--- src/rtl/edge_capture_pkg.sv ---
// Shared entry layout and polarity encoding
// for the edge capture scheduler.
package edge_capture_pkg;

  localparam int   POL_W    = 1;
  localparam logic POL_RISE = 1'b1;
  localparam logic POL_FALL = 1'b0;

  // Packed entry is {channel, polarity, timestamp}
  function automatic int entry_w(int ch_w, int ts_w);
    return ch_w + POL_W + ts_w;
  endfunction

endpackage

--- src/rtl/edge_capture_arbiter_if.sv ---
// Capture-entry valid/ready stream between
// the scheduler and its consumer.
interface edge_capture_arbiter_if #(
  parameter int CH_W     = 2,
  parameter int TS_WIDTH = 32
);

  logic                cap_valid;
  logic                cap_ready;
  logic [CH_W-1:0]     cap_channel;
  logic                cap_polarity;
  logic [TS_WIDTH-1:0] cap_timestamp;

  modport master (
    output cap_valid,
    output cap_channel,
    output cap_polarity,
    output cap_timestamp,
    input  cap_ready
  );

  modport slave (
    input  cap_valid,
    input  cap_channel,
    input  cap_polarity,
    input  cap_timestamp,
    output cap_ready
  );

endinterface

--- src/rtl/capture_fifo.sv ---
// First-word-fall-through FIFO holding packed
// capture entries; head is visible while valid.
module capture_fifo #(
  parameter int W     = 8,
  parameter int DEPTH = 8
) (
  input  logic                     clk,
  input  logic                     nrst,
  input  logic                     push_i,
  input  logic [W-1:0]             din_i,
  input  logic                     pop_i,
  output logic [W-1:0]             dout_o,
  output logic                     valid_o,
  output logic [$clog2(DEPTH):0]   level_o
);

  localparam int AW = $clog2(DEPTH);

  logic [W-1:0]  mem [DEPTH];
  logic [AW-1:0] wr_q, wr_d;
  logic [AW-1:0] rd_q, rd_d;
  logic [AW:0]   level_q, level_d;
  logic          do_push, do_pop;

  assign do_pop  = pop_i && (level_q != '0);
  assign do_push = push_i && (level_q != (AW+1)'(DEPTH));

  always_comb begin
    level_d = level_q;
    wr_d    = do_push ? wr_q + AW'(1) : wr_q;
    rd_d    = do_pop  ? rd_q + AW'(1) : rd_q;
    unique case ({do_push, do_pop})
      2'b10:   level_d = level_q + (AW+1)'(1);
      2'b01:   level_d = level_q - (AW+1)'(1);
      default: level_d = level_q;
    endcase
  end

  always_ff @(posedge clk or negedge nrst) begin
    if (!nrst) begin
      wr_q    <= '0;
      rd_q    <= '0;
      level_q <= '0;
    end else begin
      wr_q    <= wr_d;
      rd_q    <= rd_d;
      level_q <= level_d;
    end
  end

  always_ff @(posedge clk) begin
    if (do_push) mem[wr_q] <= din_i;
  end

  assign dout_o  = mem[rd_q];
  assign valid_o = (level_q != '0);
  assign level_o = level_q;

endmodule

--- src/rtl/edge_capture_arbiter.sv ---
// Timestamps per-channel edge events into pending
// slots and round-robins them into a capture FIFO.
module edge_capture_arbiter
  import edge_capture_pkg::*;
#(
  parameter int CH_NUM     = 4,
  parameter int TS_WIDTH   = 32,
  parameter int FIFO_DEPTH = 8
) (
  input  logic                        clk,
  input  logic                        nrst,
  input  logic                        enable,
  input  logic [CH_NUM-1:0]           ch_mask,
  input  logic [CH_NUM-1:0]           pos_edge,
  input  logic [CH_NUM-1:0]           neg_edge,
  edge_capture_arbiter_if.master      cap,
  output logic [$clog2(FIFO_DEPTH):0] fifo_level,
  output logic [CH_NUM-1:0]           overrun,
  input  logic                        clr_overrun
);

  localparam int CH_W  = $clog2(CH_NUM);
  localparam int LVL_W = $clog2(FIFO_DEPTH) + 1;
  localparam int EW    = entry_w(CH_W, TS_WIDTH);

  logic [TS_WIDTH-1:0] ts_q, ts_d;
  logic [CH_W-1:0]     rr_q, rr_d;
  logic [CH_NUM-1:0]   sv_q, sv_d;
  logic [CH_NUM-1:0]   spol_q, spol_d;
  logic [CH_NUM-1:0]   ovr_q, ovr_d;
  logic [TS_WIDTH-1:0] sts_q [CH_NUM];
  logic [TS_WIDTH-1:0] sts_d [CH_NUM];

  logic                gnt;
  logic [CH_W-1:0]     gnt_ch;
  logic [CH_W-1:0]     idx;
  logic [CH_NUM-1:0]   gnt_oh;
  logic                full;
  logic [EW-1:0]       push_data;
  logic [EW-1:0]       head;
  logic                head_valid;
  logic                pop;

  // Registered level only, so a pop never frees a slot the same cycle
  assign full = (fifo_level >= LVL_W'(FIFO_DEPTH));

  always_comb begin
    gnt    = 1'b0;
    gnt_ch = '0;
    idx    = '0;
    gnt_oh = '0;
    for (int k = 0; k < CH_NUM; k++) begin
      idx = CH_W'((int'(rr_q) + k) % CH_NUM);
      if (!gnt && !full && sv_q[idx]) begin
        gnt    = 1'b1;
        gnt_ch = idx;
      end
    end
    if (gnt) gnt_oh[gnt_ch] = 1'b1;
  end

  always_comb begin
    ts_d   = enable ? ts_q + TS_WIDTH'(1) : ts_q;
    rr_d   = rr_q;
    sv_d   = sv_q;
    spol_d = spol_q;
    sts_d  = sts_q;
    ovr_d  = clr_overrun ? '0 : ovr_q;
    if (gnt)
      rr_d = (gnt_ch == CH_W'(CH_NUM-1)) ? '0 : gnt_ch + CH_W'(1);
    for (int i = 0; i < CH_NUM; i++) begin
      if (gnt_oh[i]) sv_d[i] = 1'b0;
      if (enable && ch_mask[i] && (pos_edge[i] || neg_edge[i])) begin
        // Oldest event wins; a slot freed by this cycle's grant reloads
        if (sv_q[i] && !gnt_oh[i]) begin
          ovr_d[i] = 1'b1;
        end else begin
          sv_d[i]   = 1'b1;
          spol_d[i] = pos_edge[i] ? POL_RISE : POL_FALL;
          sts_d[i]  = ts_q;
          if (pos_edge[i] && neg_edge[i]) ovr_d[i] = 1'b1;
        end
      end
    end
  end

  always_ff @(posedge clk or negedge nrst) begin
    if (!nrst) begin
      ts_q   <= '0;
      rr_q   <= '0;
      sv_q   <= '0;
      spol_q <= '0;
      ovr_q  <= '0;
      for (int i = 0; i < CH_NUM; i++) sts_q[i] <= '0;
    end else begin
      ts_q   <= ts_d;
      rr_q   <= rr_d;
      sv_q   <= sv_d;
      spol_q <= spol_d;
      ovr_q  <= ovr_d;
      sts_q  <= sts_d;
    end
  end

  assign push_data = {gnt_ch, spol_q[gnt_ch], sts_q[gnt_ch]};
  assign pop       = head_valid && cap.cap_ready;

  capture_fifo #(
    .W     (EW),
    .DEPTH (FIFO_DEPTH)
  ) u_fifo (
    .clk     (clk),
    .nrst    (nrst),
    .push_i  (gnt),
    .din_i   (push_data),
    .pop_i   (pop),
    .dout_o  (head),
    .valid_o (head_valid),
    .level_o (fifo_level)
  );

  assign cap.cap_valid = head_valid;
  assign {cap.cap_channel, cap.cap_polarity, cap.cap_timestamp} = head;
  assign overrun = ovr_q;

endmodule

--- src/flat_wrapper.sv ---
// flat-port wrapper written by rule: the top's interface ports become plain ports
module edge_capture_arbiter_flat import edge_capture_pkg::*;
#(
  parameter int CH_NUM     = 4,
  parameter int TS_WIDTH   = 32,
  parameter int FIFO_DEPTH = 8
)
  (clk, nrst, enable, ch_mask, pos_edge, neg_edge, fifo_level, overrun, clr_overrun, cap_cap_valid, cap_cap_channel, cap_cap_polarity, cap_cap_timestamp, cap_cap_ready);
  edge_capture_arbiter_if #(.TS_WIDTH(TS_WIDTH)) cap_i ();
  input  logic clk;
  input  logic nrst;
  input  logic enable;
  input  logic [CH_NUM-1:0] ch_mask;
  input  logic [CH_NUM-1:0] pos_edge;
  input  logic [CH_NUM-1:0] neg_edge;
  output logic [$clog2(FIFO_DEPTH):0] fifo_level;
  output logic [CH_NUM-1:0] overrun;
  input  logic clr_overrun;
  output wire logic [$bits(cap_i.cap_valid)-1:0] cap_cap_valid;
  output wire logic [$bits(cap_i.cap_channel)-1:0] cap_cap_channel;
  output wire logic [$bits(cap_i.cap_polarity)-1:0] cap_cap_polarity;
  output wire logic [$bits(cap_i.cap_timestamp)-1:0] cap_cap_timestamp;
  input wire logic [$bits(cap_i.cap_ready)-1:0] cap_cap_ready;
  assign cap_cap_valid = cap_i.cap_valid;
  assign cap_cap_channel = cap_i.cap_channel;
  assign cap_cap_polarity = cap_i.cap_polarity;
  assign cap_cap_timestamp = cap_i.cap_timestamp;
  assign cap_i.cap_ready = cap_cap_ready;
  edge_capture_arbiter #(.CH_NUM(CH_NUM), .TS_WIDTH(TS_WIDTH), .FIFO_DEPTH(FIFO_DEPTH)) u_core (.clk(clk), .nrst(nrst), .enable(enable), .ch_mask(ch_mask), .pos_edge(pos_edge), .neg_edge(neg_edge), .cap(cap_i), .fifo_level(fifo_level), .overrun(overrun), .clr_overrun(clr_overrun));
endmodule
--- config.mk ---
export PLATFORM = sky130hd
export DESIGN_NAME = edge_capture_arbiter_flat
export DESIGN_NICKNAME = d
export VERILOG_FILES = /design/src/rtl/edge_capture_pkg.sv /design/src/rtl/edge_capture_arbiter_if.sv /design/src/rtl/capture_fifo.sv /design/src/rtl/edge_capture_arbiter.sv /design/src/flat_wrapper.sv
export SDC_FILE = /design/constraint.sdc
export NUM_CORES = 1
export LEC_CHECK = 0
export ABC_CLOCK_PERIOD_IN_PS = 4100
export BUFFER_PORTS_ARGS = -buffer_cell sky130_fd_sc_hd__buf_2
export CAP_MARGIN = 20
export CORE_MARGIN = 2
export CORE_UTILIZATION = 40
export DETAILED_ROUTE_END_ITERATION = 6
export PLACE_DENSITY = 0.68
export SLEW_MARGIN = 10
export SYNTH_ARGS = -nofsm -noshare
export SYNTH_HDL_FRONTEND = slang
export SYNTH_SLANG_ARGS = --single-unit
--- constraint.sdc ---
create_clock -name clk -period 4.1 [get_ports clk]
set_input_delay 0.615 -clock clk [delete_from_list [all_inputs] [get_ports clk]]
set_output_delay 0.615 -clock clk [all_outputs]
set_load 0.005 [all_outputs]
## Yosys cells after proc, flatten, opt, wreduce, memory -nomap -nowiden

Memory sizes are Yosys's and may differ from the RTL's.
Index checks and enable logic that the tools add are counted.
Widths: inputs -> output; s select.

| word-level totals | value |
|---|---|
| register bits | 184 |
| bits in latches | 0 |
| memory bits (writable) | 280 |
| memory bits (read-only) | 0 |
| input port bits | 17 |
| word-level logic and storage cells | 144 |
| memories kept | 1 |

| operators by class | value |
|---|---|
| $add $sub $neg | 9 |
| multiply operators | 0 |
| divide/modulo/power cells | 0 |
| $lt $le $gt $ge | 8 |
| eq/ne operators | 4 |
| shift-type cells | 0 |
| multiplexer cells | 57 |
| bitwise logic cells | 5 |
| reductions and logical operators | 45 |

Memories:

| memory | words | bits a word | rd ports | clocked after memory_dff | wr ports | RTL line | source |
|---|---|---|---|---|---|---|---|
| u_core.u_fifo.mem | 8 | 35 | 1 | 0 | 1 | capture_fifo.sv:19 | `logic [W-1:0] mem [DEPTH];` |

Operators by type and width:

| operator | count |
|---|---|
| $bmux 32 s2 | 1 |
| $mux 32 | 2 |
| $mux 1 | 40 |
| $add 32x1->32 const B | 1 |
| $logic_and 1x1->1 | 27 |
| $lt 2x3->1 const B | 5 |
| $bmux 1 s2 | 5 |
| $mux 2 | 5 |
| $logic_not 1->1 | 8 |
| $mux 4 | 2 |
| $pmux 4 s2 | 1 |
| $reduce_and 2->1 | 4 |
| $add 3x1->3 const B | 2 |
| $add 2x1->2 const B | 2 |
| $add 2x2->2 const B | 2 |
| $add 4x1->4 const B | 1 |
| $eq 2x2->1 const B | 2 |
| $ge 4x4->1 const B | 1 |
| $logic_or 1x1->1 | 4 |
| $ne 4x4->1 const B | 1 |
| $not 1->1 | 4 |
| $reduce_bool 4->1 | 1 |
| $sub 4x1->4 const B | 1 |
| $ge 3x3->1 const B | 1 |
| other kinds (5) | 5 |

## Depth between registers and ports, before layout

| logic depth | value |
|---|---|
| depth in word-level cells | 25 |
| mapped depth | 13 |

## By module

Synthesis repeated with hierarchy kept, for this count alone.

| unflattened totals | value |
|---|---|
| cells, all modules | 1114 |
| area, all modules | 19617.6 um^2 |

Modules (own cells, without submodules):

| module | instances | cells each | area each (um^2) | sequential area each (um^2) |
|---|---|---|---|---|
| capture_fifo | 1 | 469 | 11414.7 | 8658.3 |
| edge_capture_arbiter | 1 | 645 | 8202.9 | 4354.2 |

## Worst setup path before layout

No wires, ideal clock.

| path | value |
|---|---|
| kind | register -> register |
| start | register u_core.u_fifo.level_q[3] (netlist: u_core.u_fifo.level_o[3]) |
| end | memory u_core.u_fifo.mem[2][0] (netlist bit) (enable) |
| setup time | 0.478 ns |
| data arrival time | 3.725 ns |
| data required time | 3.622 ns |
| path slack | -0.104 ns |
| stages on the path, launching flop included | 5 |
| path buffers | 1 |
| path through | dfrtp_1 > clkbuf_1 > a21oi_1 > nand2b_1 > nor3b_1 |

| on the way | value |
|---|---|
| longest elaborated chain between the ends | 19 |

Ends and longest elaborated chain:

| item | RTL line | source |
|---|---|---|
| start, declared | capture_fifo.sv:22 | `logic [AW:0] level_q, level_d;` |
| start signal, assigned | capture_fifo.sv:47 | `level_q <= level_d;` |
| $ge 4x4->1 | edge_capture_arbiter.sv:45 | `assign full = (fifo_level >= LVL_W'(FIFO_DEPTH));` |
| $logic_not 1->1 | edge_capture_arbiter.sv:54 | `if (!gnt && !full && sv_q[idx]) begin` |
| $logic_and 1x1->1 | edge_capture_arbiter.sv:54 |  |
| $mux 1 | edge_capture_arbiter.sv:54 |  |
| $logic_not 1->1 | edge_capture_arbiter.sv:54 |  |
| $logic_and 1x1->1 (2 in series) | edge_capture_arbiter.sv:54 |  |
| $mux 1 | edge_capture_arbiter.sv:54 |  |
| $logic_not 1->1 | edge_capture_arbiter.sv:54 |  |
| $logic_and 1x1->1 (2 in series) | edge_capture_arbiter.sv:54 |  |
| $mux 1 | edge_capture_arbiter.sv:54 |  |
| $logic_not 1->1 | edge_capture_arbiter.sv:54 |  |
| $logic_and 1x1->1 (2 in series) | edge_capture_arbiter.sv:54 |  |
| $mux 1 | edge_capture_arbiter.sv:54 |  |
| $logic_and 1x1->1 (*) | capture_fifo.sv:26 | `assign do_push = push_i && (level_q != (AW+1)'(DEPTH));` |
| $mux 1 (*) | capture_fifo.sv:52 | `if (do_push) mem[wr_q] <= din_i;` |
| $mux 1 (implied by the code) (*) | capture_fifo.sv:52 |  |
| end, declared | capture_fifo.sv:19 |  |

Mark *: on every way between the ends. The rest lies on a longest branch, timed or not.

## Worst setup path in the final report

| path | value |
|---|---|
| start | register u_core.sv_q[1] |
| end | register u_core.sts_q[13] (netlist bit) |

| on the way | value |
|---|---|
| longest elaborated chain between the ends | 25 |

Ends and longest elaborated chain:

| item | RTL line | source |
|---|---|---|
| start, declared | edge_capture_arbiter.sv:28 | `logic [CH_NUM-1:0] sv_q, sv_d;` |
| start signal, assigned | edge_capture_arbiter.sv:98 | `sv_q <= sv_d;` |
| $bmux 1 s2 | edge_capture_arbiter.sv:54 |  |
| $mux 1 (implied by the code) | edge_capture_arbiter.sv:54 |  |
| $logic_and 1x1->1 | edge_capture_arbiter.sv:54 |  |
| $mux 1 | edge_capture_arbiter.sv:54 |  |
| $logic_not 1->1 | edge_capture_arbiter.sv:54 |  |
| $logic_and 1x1->1 (2 in series) | edge_capture_arbiter.sv:54 |  |
| $mux 1 | edge_capture_arbiter.sv:54 |  |
| $logic_not 1->1 | edge_capture_arbiter.sv:54 |  |
| [... 7 more ...] | - |  |
| named net u_core.gnt_ch[0] | edge_capture_arbiter.sv:35 | `logic [CH_W-1:0] gnt_ch;` |
| [... 1 more ...] | - |  |
| $logic_and 1x1->1 (implied by the code) | edge_capture_arbiter.sv:59 | `if (gnt) gnt_oh[gnt_ch] = 1'b1;` |
| $mux 1 (implied by the code) | edge_capture_arbiter.sv:59 |  |
| $demux 1 s2 (*) | - |  |
| $mux 4 (*) | edge_capture_arbiter.sv:59 |  |
| $logic_not 1->1 (*) | edge_capture_arbiter.sv:75 | `if (sv_q[i] && !gnt_oh[i]) begin` |
| $logic_and 1x1->1 (*) | edge_capture_arbiter.sv:75 |  |
| $not 1->1 (no line) (*) | - |  |
| $reduce_and 2->1 (no line) (*) | - |  |
| end signal, assigned | edge_capture_arbiter.sv:101 | `sts_q <= sts_d;` |
| end, declared | edge_capture_arbiter.sv:31 | `logic [TS_WIDTH-1:0] sts_q [CH_NUM];` |

The timed path passes the listed nets; every way through them passes the cells marked *. The select of a mux whose other input is x is not followed.
A chain may end at the register's enable or synchronous reset.

==> impl_metrics.toml <==
[timing]
fin_crit_ps = 3460
fin_crit_sh = 0.845
setup_viol = 0
finalHoldViolCount = 0
hold_slack_ps = 148
tns_ps = 0
final-max-slew-violation-count = 0
slew_headroom = 0.393
fmax_mhz = 289
rsz0062_at_grt = "false"
worstMarginPinSlew_ps = 886
clock_skew_ps = 21.7

[logic_synthesis]
synth_area_leaders = "edfxtp_1 (44%), dfrtp_1 (24%), mux2_2 (10%)"
netlist.area_leader.share = 0.442
synth_area_leader_cell = "edfxtp_1"
ys_warn_count = 0
synth.cell_area_mm2 = 0.0190
ys_async_sr_fraction = 0.397
yosysSeqAreaShare = 0.685
synthCells = 1061
postSynthAreaPerCell_um2 = 17.9
synthFlopType = "edfxtp_1"
synth-edff-count = 280
syn_nets = 1088
ys_ff_latch = 464
synth_cell_types = 37

[clocking]
postCtsSetupBuffers = 0
clk_latency_ps = 550
htreeDepth = 2
numCtsBuffers = 44
clkTransAtPathRegs_ps = 60
cts_tree = "done"
cts_sinks = 464
clock-root-buffer = "clkbuf_16"
clockBufferDepth = 3
cts_resized = 0
hold_buffers = 0

[route]
wire_per_inst_um = 20.6
route.detailed.drc = 0
drt_first_pass_iters = 4
drt_wl_total_mm = 36.7
ant_nets = 0
vias = 9378
drt_iter0_markers = 578
via_per_inst = 5.27

[floorplanning]
fp.dieArea_mm2 = 0.0493
die_y_um = 222
fp.dieW_um = 222
ios = 61
rows = 79
fp.coreArea_mm2 = 0.0468
floorplan.initialDensity = 0.407

[power]
power_density_mw_per_mm2 = 705
pwr-share-seq = 0.426
power_uw = 15300
p_switching_uw = 4610
p_leak_uw = 0.00869
ir_worst_vdd_v = 0.000402
p_int_uw = 10700
p_comb_frac = 0.293
switching_share = 0.301
p_clk_frac = 0.281

[global_routing]
antenna_found_initial = 1
grt_max_degree = 96
grt_pass1_vias = 9866
grt_overflow_total = 0
grt_util_all_layers = 0.152
grt_pass1_wl_mm = 57.9

[place]
gp_congestion = 0.762
hpwlAfterDp_mm = 20.9
port_buffers = 60

[finish]
synthToLayoutAreaGrowth_pct = 14.3
final_cell_mix = "edfxtp_1 (280), dfrtp_1 (181), mux2_2 (171)"
final_nets = 1164
drive_gt1_frac = 0.354
layout_commonest_cell = "edfxtp_1"

[setup_path]
worstPathArrival_ps = 3880
start_kind = "register"
critPathMaxFanout = 33
required_ps = 4520
cp-end-kind = "register"
critPathKind = "reg -> reg"
reg2regPathDepth = 9

[run_status]
status = "complete, no violations"

[hold_path]
hp-class = "in -> async"

[job]
maxCapViolCount = 0
## power by group through the flow
stage / combinational [µW] / sequential [µW] / clock, µW
final: 4490 / 6530 / 4300
after global routing: 4860 / 6630 / 4570
after CTS: 4580 / 6540 / 4390
after detailed placement: 4560 / 6630 / 0
after global placement: 4500 / 6580 / 0
after floorplan: 3320 / 6300 / 0
## layer usage
layer / up-vias / global-route usage / share of wire
met1: 4934 / 0.202 / 0.44
met2: 163 / 0.258 / 0.50
met5: - / 0 / 0
met3: 55 / 0.0257 / 0.039
li1: 4226 / - / -
met4: 0 / 0.0388 / 0.020
## final timing paths
check                                   from                     to  slack, ps
max reg2reg                   u_core.sv_q[1]       u_core.sts_q[13]        640
min reg2reg                u_core.sts_q[105]      u_core.sts_q[105]        500
max                           u_core.sv_q[1]       u_core.sts_q[13]        640
min                                     nrst       u_core.sts_q[52]        150
max in group asynchronous               nrst  u_core.u_fifo.rd_q[0]       2920
min in group clk                 clr_overrun      u_core.overrun[3]        310
## kinds of logic (layout without fill, tap and decap cells)
group / Yosys count / count (layout) / share of synthesized area
fa+ha+maj: 10 / 10 / 0.00658
mux: 342 / 342 / 0.237
simple gates: 99 / 99 / 0.0259
xor+xnor: 39 / 39 / 0.0180
other cells: 0 / 1 / 0
buf+inv: 73 / 184 / 0.0163
flops: 464 / 464 / 0.685
compound gates: 34 / 34 / 0.0112
## flip-flops by register name, summed over array words and instances, names as in the netlist
name,count
u_core.u_fifo.level_o,4
u_core.sts_q,128
u_core.spol_q,4
u_core.u_fifo.mem,280
u_core.u_fifo.rd_q,3
u_core.u_fifo.wr_q,3
u_core.overrun,4
u_core.ts_q,32
u_core.rr_q,2
u_core.sv_q,4
## worst max-delay path: stages, from the launching register on
cell and delay, ps:
dfrtp_1 470, or4b_1 560, a2111oi_2 490, a211oi_4 180, inv_1 240, ha_1 210
a21boi_0 160, nor2_4 110, buf_4 480, mux2_2 400
## per-stage QoR
stage	instance area, µm²	util	setup slack [ps]	instances
after floorplan	19000	-	-81.6	1061
after global placement	20200	0.432	764	1698
after detailed placement	20200	0.432	682	1698
after CTS	21700	0.464	654	1779
after global routing	21700	0.464	452	1779
final	21700	0.465	637	1780
## area by class of cell
class                           instances  area [µm²]
Clock inverter                         25         373
Inverter                               16        60.1
Fill cell                            3870       25000
Sequential cell                       464       13000
Tap cell                              607         759
Antenna cell                            1        2.50
Timing Repair Buffer                   87         547
Multi-Input combinational cell        524        5790
Clock buffer                           56        1170
## synthesized netlist by cell type (11+ instances only)
library cell,number
inv_1,16
nor2_1,20
xnor2_1,25
buf_2,11
xor2_1,14
mux4_2,70
edfxtp_1,280
mux2i_1,101
clkbuf_1,37
dfrtp_1,184
nand2_1,30
mux2_2,171
No activity file was read; power rests on OpenSTA's default activity.
